===== config.mk =====
export PLATFORM = sky130hd
export DESIGN_NAME = gray_rx_decoder
export DESIGN_NICKNAME = d
export VERILOG_FILES = /design/src/rtl/gray_rx_decoder.sv
export SDC_FILE = /design/constraint.sdc
export NUM_CORES = 1
export LEC_CHECK = 0
export CAP_MARGIN = 20
export CELL_PAD_IN_SITES_DETAIL_PLACEMENT = 0
export CELL_PAD_IN_SITES_GLOBAL_PLACEMENT = 2
export CORE_ASPECT_RATIO = 0.8
export CORE_MARGIN = 10
export CORE_UTILIZATION = 25
export CTS_CLUSTER_SIZE = 40
export DETAILED_ROUTE_END_ITERATION = 10
export GPL_TIMING_DRIVEN = 0
export PLACE_DENSITY = 0.55
export SYNTH_ARGS = -nofsm -noshare
export SYNTH_HDL_FRONTEND = slang
export SYNTH_SLANG_ARGS = --single-unit
export TNS_END_PERCENT = 10

===== constraint.sdc =====
create_clock -name clk -period 8 [get_ports clk]
set_input_delay 1.6 -clock clk [delete_from_list [all_inputs] [get_ports clk]]
set_output_delay 1.6 -clock clk [all_outputs]
set_load 0.05 [all_outputs]

===== src/rtl/gray_rx_decoder.sv =====
// Gray-code receive decoder: synchronises a foreign-domain Gray count,
// decodes it to binary, classifies each change as a legal +/-1 step or
// an illegal multi-bit jump, and keeps a saturating error count.
module gray_rx_decoder #(
   parameter int unsigned WIDTH       = 8,
   parameter int unsigned SYNC_STAGES = 2,
   parameter int unsigned ERR_W       = 8
) (
   input  logic             clk,
   input  logic             reset,
   input  logic [WIDTH-1:0] gray_in,
   input  logic             clr_err,
   output logic [WIDTH-1:0] bin_out,
   output logic             bin_valid,
   output logic             step_valid,
   output logic             step_up,
   output logic             err_multi,
   output logic [ERR_W-1:0] err_count
);

   // Lock counter only has to reach SYNC_STAGES-1 (at most 3).
   localparam int unsigned CNT_W = 3;

   typedef enum logic [1:0] {
      ST_INIT = 2'd0,
      ST_LOCK = 2'd1,
      ST_RUN  = 2'd2
   } state_t;

   // Registered state
   logic [WIDTH-1:0] r_sync [SYNC_STAGES];
   state_t           r_state;
   logic [CNT_W-1:0] r_cnt;
   logic [WIDTH-1:0] r_gray_q;
   logic [WIDTH-1:0] r_bin_out;
   logic             r_bin_valid;
   logic             r_step_valid;
   logic             r_step_up;
   logic             r_err_multi;
   logic [ERR_W-1:0] r_err_count;

   // Next-state values
   state_t           w_state_nxt;
   logic [CNT_W-1:0] w_cnt_nxt;
   logic [WIDTH-1:0] w_gray_q_nxt;
   logic [WIDTH-1:0] w_bin_nxt;
   logic             w_valid_nxt;
   logic             w_step_nxt;
   logic             w_up_nxt;
   logic             w_err_nxt;
   logic [ERR_W-1:0] w_errcnt_nxt;

   // Datapath helpers
   logic [WIDTH-1:0] w_gray_s;
   logic [WIDTH-1:0] w_bin_s;
   logic [WIDTH-1:0] w_diff;
   logic [WIDTH-1:0] w_delta;
   logic             w_changed;
   logic             w_single;

   // Full XOR prefix from the MSB down.
   function automatic logic [WIDTH-1:0] gray2bin(input logic [WIDTH-1:0] g);
      logic [WIDTH-1:0] b;
      b = '0;
      b[WIDTH-1] = g[WIDTH-1];
      for (int i = int'(WIDTH) - 2; i >= 0; i--) begin
         b[i] = b[i+1] ^ g[i];
      end
      return b;
   endfunction

   // Synchroniser chain for the asynchronous Gray bus.
   always_ff @(posedge clk or negedge reset) begin
      if (!reset) begin
         for (int i = 0; i < int'(SYNC_STAGES); i++) begin
            r_sync[i] <= '0;
         end
      end else begin
         r_sync[0] <= gray_in;
         for (int i = 1; i < int'(SYNC_STAGES); i++) begin
            r_sync[i] <= r_sync[i-1];
         end
      end
   end

   assign w_gray_s  = r_sync[SYNC_STAGES-1];
   assign w_bin_s   = gray2bin(w_gray_s);
   assign w_diff    = w_gray_s ^ r_gray_q;
   assign w_changed = (w_diff != '0);
   // A nonzero value with a single set bit clears to zero under x & (x-1).
   assign w_single  = w_changed && ((w_diff & (w_diff - WIDTH'(1))) == '0);
   // Modular difference new - old; exactly 1 means an upward step, wrap included.
   assign w_delta   = w_bin_s - r_bin_out;

   // State and output registers.
   always_ff @(posedge clk or negedge reset) begin
      if (!reset) begin
         r_state      <= ST_INIT;
         r_cnt        <= '0;
         r_gray_q     <= '0;
         r_bin_out    <= '0;
         r_bin_valid  <= 1'b0;
         r_step_valid <= 1'b0;
         r_step_up    <= 1'b0;
         r_err_multi  <= 1'b0;
         r_err_count  <= '0;
      end else begin
         r_state      <= w_state_nxt;
         r_cnt        <= w_cnt_nxt;
         r_gray_q     <= w_gray_q_nxt;
         r_bin_out    <= w_bin_nxt;
         r_bin_valid  <= w_valid_nxt;
         r_step_valid <= w_step_nxt;
         r_step_up    <= w_up_nxt;
         r_err_multi  <= w_err_nxt;
         r_err_count  <= w_errcnt_nxt;
      end
   end

   // Next-state and output decode: INIT waits out the synchroniser, LOCK
   // captures the first sample, RUN classifies every change.
   always_comb begin
      w_state_nxt  = r_state;
      w_cnt_nxt    = r_cnt;
      w_gray_q_nxt = r_gray_q;
      w_bin_nxt    = r_bin_out;
      w_valid_nxt  = r_bin_valid;
      w_step_nxt   = 1'b0;
      w_up_nxt     = r_step_up;
      w_err_nxt    = 1'b0;

      case (r_state)
         ST_INIT: begin
            if (r_cnt == CNT_W'(SYNC_STAGES - 1)) begin
               w_cnt_nxt   = '0;
               w_state_nxt = ST_LOCK;
            end else begin
               w_cnt_nxt = r_cnt + CNT_W'(1);
            end
         end
         ST_LOCK: begin
            w_gray_q_nxt = w_gray_s;
            w_bin_nxt    = w_bin_s;
            w_valid_nxt  = 1'b1;
            w_state_nxt  = ST_RUN;
         end
         ST_RUN: begin
            if (w_changed) begin
               w_gray_q_nxt = w_gray_s;
               w_bin_nxt    = w_bin_s;
               if (w_single) begin
                  w_step_nxt = 1'b1;
                  w_up_nxt   = (w_delta == WIDTH'(1));
               end else begin
                  w_err_nxt = 1'b1;
               end
            end
         end
         default: begin
            w_state_nxt = ST_INIT;
            w_cnt_nxt   = '0;
         end
      endcase

      // Clear takes effect first, so an error in the same cycle counts as 1.
      w_errcnt_nxt = r_err_count;
      if (clr_err) begin
         w_errcnt_nxt = w_err_nxt ? ERR_W'(1) : '0;
      end else if (w_err_nxt && (r_err_count != '1)) begin
         w_errcnt_nxt = r_err_count + ERR_W'(1);
      end
   end

   assign bin_out    = r_bin_out;
   assign bin_valid  = r_bin_valid;
   assign step_valid = r_step_valid;
   assign step_up    = r_step_up;
   assign err_multi  = r_err_multi;
   assign err_count  = r_err_count;

endmodule


After elaboration in Yosys (flattened, before gate mapping)

Cells that the tools add are included.

Register bits: 49
Logic and storage cells: 60

Add/sub/neg operators: 4
Equal/unequal tests: 7
Multiplexer cells: 17
Bitwise operators: 10
Reductions and logical operators: 11

Operators with widths:

| kind                                                | count |
|---|---|
| two-way mux 8 bit                                   | 4 |
| case mux 8 bit (2 select lines)                     | 2 |
| adder 8 x 1 -> 8 bit, second input constant         | 1 |
| bitwise AND 8 bit                                   | 1 |
| equality test 8 x 1 -> 1 bit, second input constant | 1 |
| logical NOT 8 bit                                   | 1 |
| != test 8 bit, second input constant                | 1 |
| nonzero test 8 bit                                  | 1 |
| subtractor 8 x 1 -> 8 bit, second input constant    | 1 |
| subtractor 8 bit                                    | 1 |
| bitwise XOR 8 bit                                   | 1 |
| two-way mux 1 bit                                   | 7 |
| bitwise XOR 1 bit                                   | 7 |
| case mux 2 bit (3 select lines)                     | 1 |
| case mux 3 bit (2 select lines)                     | 1 |
| != test 2 bit, second input constant                | 2 |
| AND reduction 2 bit                                 | 2 |
| nonzero test 2 bit                                  | 2 |
| adder 3 x 1 -> 3 bit, second input constant         | 1 |
| equality test 3 x 1 -> 1 bit, second input constant | 1 |
| two-way mux 3 bit                                   | 1 |
| AND reduction 3 bit                                 | 1 |
| equality test 2 x 1 -> 1 bit, second input constant | 1 |
| equality test 2 bit, second input constant          | 1 |
| other kinds (5)                                     | 6 |

Longest topological paths before layout

Word-level depth: 11
Depth in mapped cells: 13
Gate-level depth less buffers: 13

Least setup slack after synthesis

OpenSTA, ideal clock, no wires.

Path kind: register to register
Start: register r_sync (netlist bit w_gray_s[7])
End: register r_step_up, in the netlist step_up
Library setup time: 0.067 ns
Data arrival time: 2.925 ns
Required time: 7.933 ns
Path slack: 5.008 ns
Stages on the path, launching flop included: 13
Path buffers: 0
Clock period less this slack: 2.992 ns
Cells stage by stage: dfrtp_1 -> xor2_1 -> xnor2_1 -> xnor2_2 -> xnor2_1 -> xnor2_1 -> ha_1 -> inv_1 -> fa_1 -> a31oi_1 -> a21oi_1 -> nor4_1 -> mux2_2

Word-level cells in the longest chain between the ends: 9
Elaborated cells between the ends (all ways): 16
Those cells by class: add/sub (2); eq/ne (1); bitwise (9); reduce/logical (4)

Ends and longest elaborated chain:

| element                         | line | RTL |
|---|---|---|
| start, declared                 | 31   | `logic [WIDTH-1:0] r_sync [SYNC_STAGES];` |
| start signal, assigned by index | 81   | `r_sync[i] <= r_sync[i-1];` |
| bitwise XOR 1 bit (7 in a row)  | 67   | `b[i] = b[i+1] ^ g[i];` |
| subtractor 8 bit                | 93   | `assign w_delta = w_bin_s - r_bin_out;` |
| equality test 8 x 1 -> 1 bit    | 153  | `w_up_nxt = (w_delta == WIDTH'(1));` |
| end signal, assigned            | 114  | `r_step_up <= w_up_nxt;` |
| end, declared                   | 38   | `logic r_step_up;` |

Several ways; a longest one is shown, not always the timed one.
A chain may end at the register's enable or synchronous reset.

Worst setup path after layout

Ends and elaborated chain as after synthesis.

==> summary.md <==
| Metric | Value |
|---|---|
| Via count of the first global-routing pass | `1579` |
| Number of stages on the worst setup path | `12` |
| Via count | `1572` |
| Status | `complete, no violations` |
| Fin Clk Skew | `3.706 ps` |
| Detail-routed via count per cell | `4.319` |
| Final number of setup-violating endpoints | `0` |
| Area leader, netlist | `dfrtp_1` |
| Top cells by area, synth | `dfrtp_1 50%, ha_1 5.8%, mux2_2 5.7%` |
| #FFs+latches synth | `48` |
| Number of instances in the synthesized netlist | `211` |
| Setup fix buffers added after clock tree synthesis | `0` |
| Reg2Reg Depth | `12` |
| Max rail drop VDD | `76.10 uV` |
| Core box area | `9154 um2` |
| Final Hold Fails | `0` |
| Standby leakage power | `1.339 nW` |
| Nets@finish | `271` |
| Die Height | `107.2 um` |
| Number of sinks handled by clock tree synthesis | `48` |
| Cell area after synthesis | `2379 um2` |
| RD Place Congestion | `0.6954` |
| Sequential element share of the synthesized area | `50.50%` |
| Cell Int Power | `0.5124 mW` |
| Most repeated library cell on the critical path | `xnor2_1` |
| Category of cells accounting for the largest share of critical-path delay | `XOR/XNOR gates` |
| Number of distinct library cell variants in the gate-level netlist after synthesis | `43` |
| First-pass DRT Iterations | `4` |
| Length of routed met3 wiring | `164 um` |
| Clk root buf | `clkbuf_16` |
| GRT Total Usage | `7.639%` |
| Final wirelength | `4982 um` |
| Combinational fraction of design power | `29.0%` |
| R2R Setup Slk | `4590 ps` |
| Most frequently used flop master after synthesis | `dfrtp_1` |
| Worst setup path category | `reg -> reg` |
| Antenna violations before repair | `0` |
| Max-Slew Margin vs Limit | `64.55%` |
| Cells along the critical path | `xor2_1 > xnor2_1 > xnor2_2 > xnor2_1 > xnor2_1 > ha_1 > inv_1 > fa_1 > a31oi_1 > a21oi_1 > nor4_1 > mux2_2` |
| Number of diodes added for antenna fixing | `0` |
| Placement Rows | `31` |
| Switch Pwr | `0.2312 mW` |
| Clock-pin slew reported for the worst setup and hold paths after clock tree synthesis | `60 ps` |
| Seq. cell area | `1201 um2` |
| CTS tree | `yes` |
| DRC marker count from the first detailed-route iteration | `63` |
| Pin count of the biggest net entering global routing | `29` |
| CP endpoint kind | `flip-flop` |
| Count of buffering cells on the critical path with inverters included | `1` |
| Area of the multi-input gates | `1097 um2` |
| CTS Hold Bufs | `0` |
| Share of cells above drive strength 1 | `14.06%` |
| Met1 wire length | `2743 um` |
| Total of fill cells in the finished design | `944` |
| Clock share of power | `34.0%` |
| Final count of pins violating max slew | `0` |
| Io pins | `31` |
| Post-route minimum period | `3406 ps` |
| Post-synthesis area per instance | `11.27 um2` |
| Area fraction of the dominant cell type after synthesis | `50.50%` |
| Synthesized netlist net count | `234` |
| Area growth syn-to-layout | `26.57%` |
| Global route overflow | `0` |
| CP Data Required Time | `8220 ps` |
| Source-to-sink clock delay at the later pin of the worst-skew pair | `280 ps` |
| PortBufs | `29` |
| Crit path arrival time | `3630 ps` |
| Initial core utilization | `25.98%` |
| Die area | `13840 um2` |
| DRC errors left | `0` |
| Part of the cycle the worst path needs | `42.58%` |
| Die X | `129.1 um` |
| Setup TNS | `0 ps` |
| Routed wirelength normalized by instance count | `13.69 um` |
| Class of the tightest hold or removal check | `reg -> reg` |
| Proportion of synthesized flip-flops having asynchronous set or reset | `100.0%` |
| Clock buffers created by TritonCTS | `5` |
| Sw Ratio | `31.09%` |
| First-pass GRT wire length | `8328 um` |
| Number of H-tree levels | `2` |
| Critical Path Start Type | `flip-flop` |
| EDFF count, synth | `0` |
| Min-Delay Path Depth | `0` |
| Unrepaired setup endpoints after global routing | `false` |
| Achievable Freq | `0.2936 GHz` |
| Fraction of power consumed by sequential logic | `37.0%` |
| ANT nets after route | `0` |
| Highest Signal Layer | `met4` |
| Tightest Pin Transition | `527.9 ps` |
| Critical Path Max Stage Delay | `460 ps` |
| Met2 routed WL | `2001 um` |
| Max Root-Sink Buffers | `2` |
| Critical-path cell with the highest stage delay | `xnor2_1` |
| Critical-path maximum fanout | `4` |
| Number of warnings printed during yosys synthesis | `0` |
| Pwr/cell area | `247.0 nW/um2` |
| Max_cap viols | `0` |
| Layout Utilization | `32.89%` |
| Resized Gates After CTS | `0` |
| DP HPWL | `3784 um` |
## final timing paths
kind                                            start                      end
worst max-delay path            w_gray_s[7]$_DFF_PN0_      step_up$_DFFE_PN0P_
worst min-delay path             r_sync[15]$_DFF_PN0_    w_gray_s[7]$_DFF_PN0_
worst max register to register  w_gray_s[7]$_DFF_PN0_      step_up$_DFFE_PN0P_
worst min register to register   r_sync[15]$_DFF_PN0_    w_gray_s[7]$_DFF_PN0_
max in group asynchronous                       reset  r_gray_q[1]$_DFFE_PN0P_
min in group asynchronous                       reset    w_gray_s[7]$_DFF_PN0_
## sequential cells by signal, summed over array words and instances, names as in the netlist
name,cells
err_multi,1
bin_valid,1
r_gray_q,8
step_valid,1
step_up,1
r_state,2
err_count,8
bin_out,7
r_sync,8
r_cnt,3
w_gray_s,8
## per-layer routing
metal / GRT usage [%] / up-vias
li1: - / 816
met1: 10.93 / 729
met2: 10.29 / 20
met3: 2.166 / 7
met4: 3.404 / 0
met5: 0 / -
## cells in the mapped netlist, types with 2 or more instances
cell type  count
nor3b_1        2
inv_1         14
nor2b_1        5
o21ai_0       11
nand2b_1       3
xor2_1         7
mux2_2        12
a21oi_1       12
mux2_4         3
xnor2_1        9
a31oi_1        2
dfrtp_1       48
ha_1          11
mux2i_1        4
nor3_1         5
and3_1         3
or2_2          2
nand2_1       16
nand3_1        6
a21o_1         2
nor2_1        11
o31ai_1        2
## cell usage in the layout, fill, tap and decap left out, types with 3 or more instances in the layout
cell / netlist / final
nand2b_1: 3 / 3
mux2_4: 3 / 3
mux2_2: 12 / 12
nor3_1: 5 / 5
dfrtp_1: 48 / 48
nand3_1: 6 / 6
nand2_1: 16 / 16
and3_1: 3 / 3
a21oi_1: 12 / 12
ha_1: 11 / 11
nor2b_1: 5 / 5
xnor2_1: 9 / 9
clkdlybuf4s50_1: 0 / 28
clkbuf_16: 0 / 5
o21ai_0: 11 / 11
mux2i_1: 4 / 4
nor2_1: 11 / 11
inv_1: 14 / 14
xor2_1: 7 / 7
## stage by stage
step | hold slack, ps | instances | setup WS [ps] | power, mW | cell area, um2
floorplan | 331.2 | 211 | 5008 | 0.4310 | 2379
global placement | 331.7 | 355 | 3766 | 0.4966 | 2813
detailed placement | 334.7 | 356 | 4530 | 0.4975 | 2828
CTS | 350.1 | 364 | 4511 | 0.7574 | 3010
global route | 354.9 | 364 | 4254 | 0.7920 | 3010
finish | 348.7 | 364 | 4594 | 0.7436 | 3010
## cell families after synthesis
group | after synthesis | synth area share (%)
AO/OA/AOI/OAI | 40 | 11.73
adder cells (fa/ha/maj) | 12 | 6.628
AND/OR/NAND/NOR | 57 | 11.94
XOR/XNOR | 17 | 6.576
buffers and inverters | 18 | 3.366
multiplexers | 19 | 9.258
flip-flops | 48 | 50.50
## layout make-up
type / count / share of cell area (%)
repair buffers: 30 / 10.14
clock buffers: 7 / 5.071
inverters: 14 / 1.746
multi-input cells: 145 / 36.45
clock inverters: 1 / 0.9975
plain buffers: 4 / 0.9144
flip-flops and latches: 48 / 39.90
well taps: 115 / 4.780
## power by group through the flow
stage	Combinational (mW)	Sequential [mW]	Clock (mW)
2_1_floorplan	0.110	0.321	0
3_3_place_gp	0.217	0.280	0
3_5_place_dp	0.217	0.280	0
4_1_cts	0.218	0.276	0.263
5_1_grt	0.240	0.278	0.274
6_report	0.216	0.275	0.253
Power figures use the tool's default switching activity.
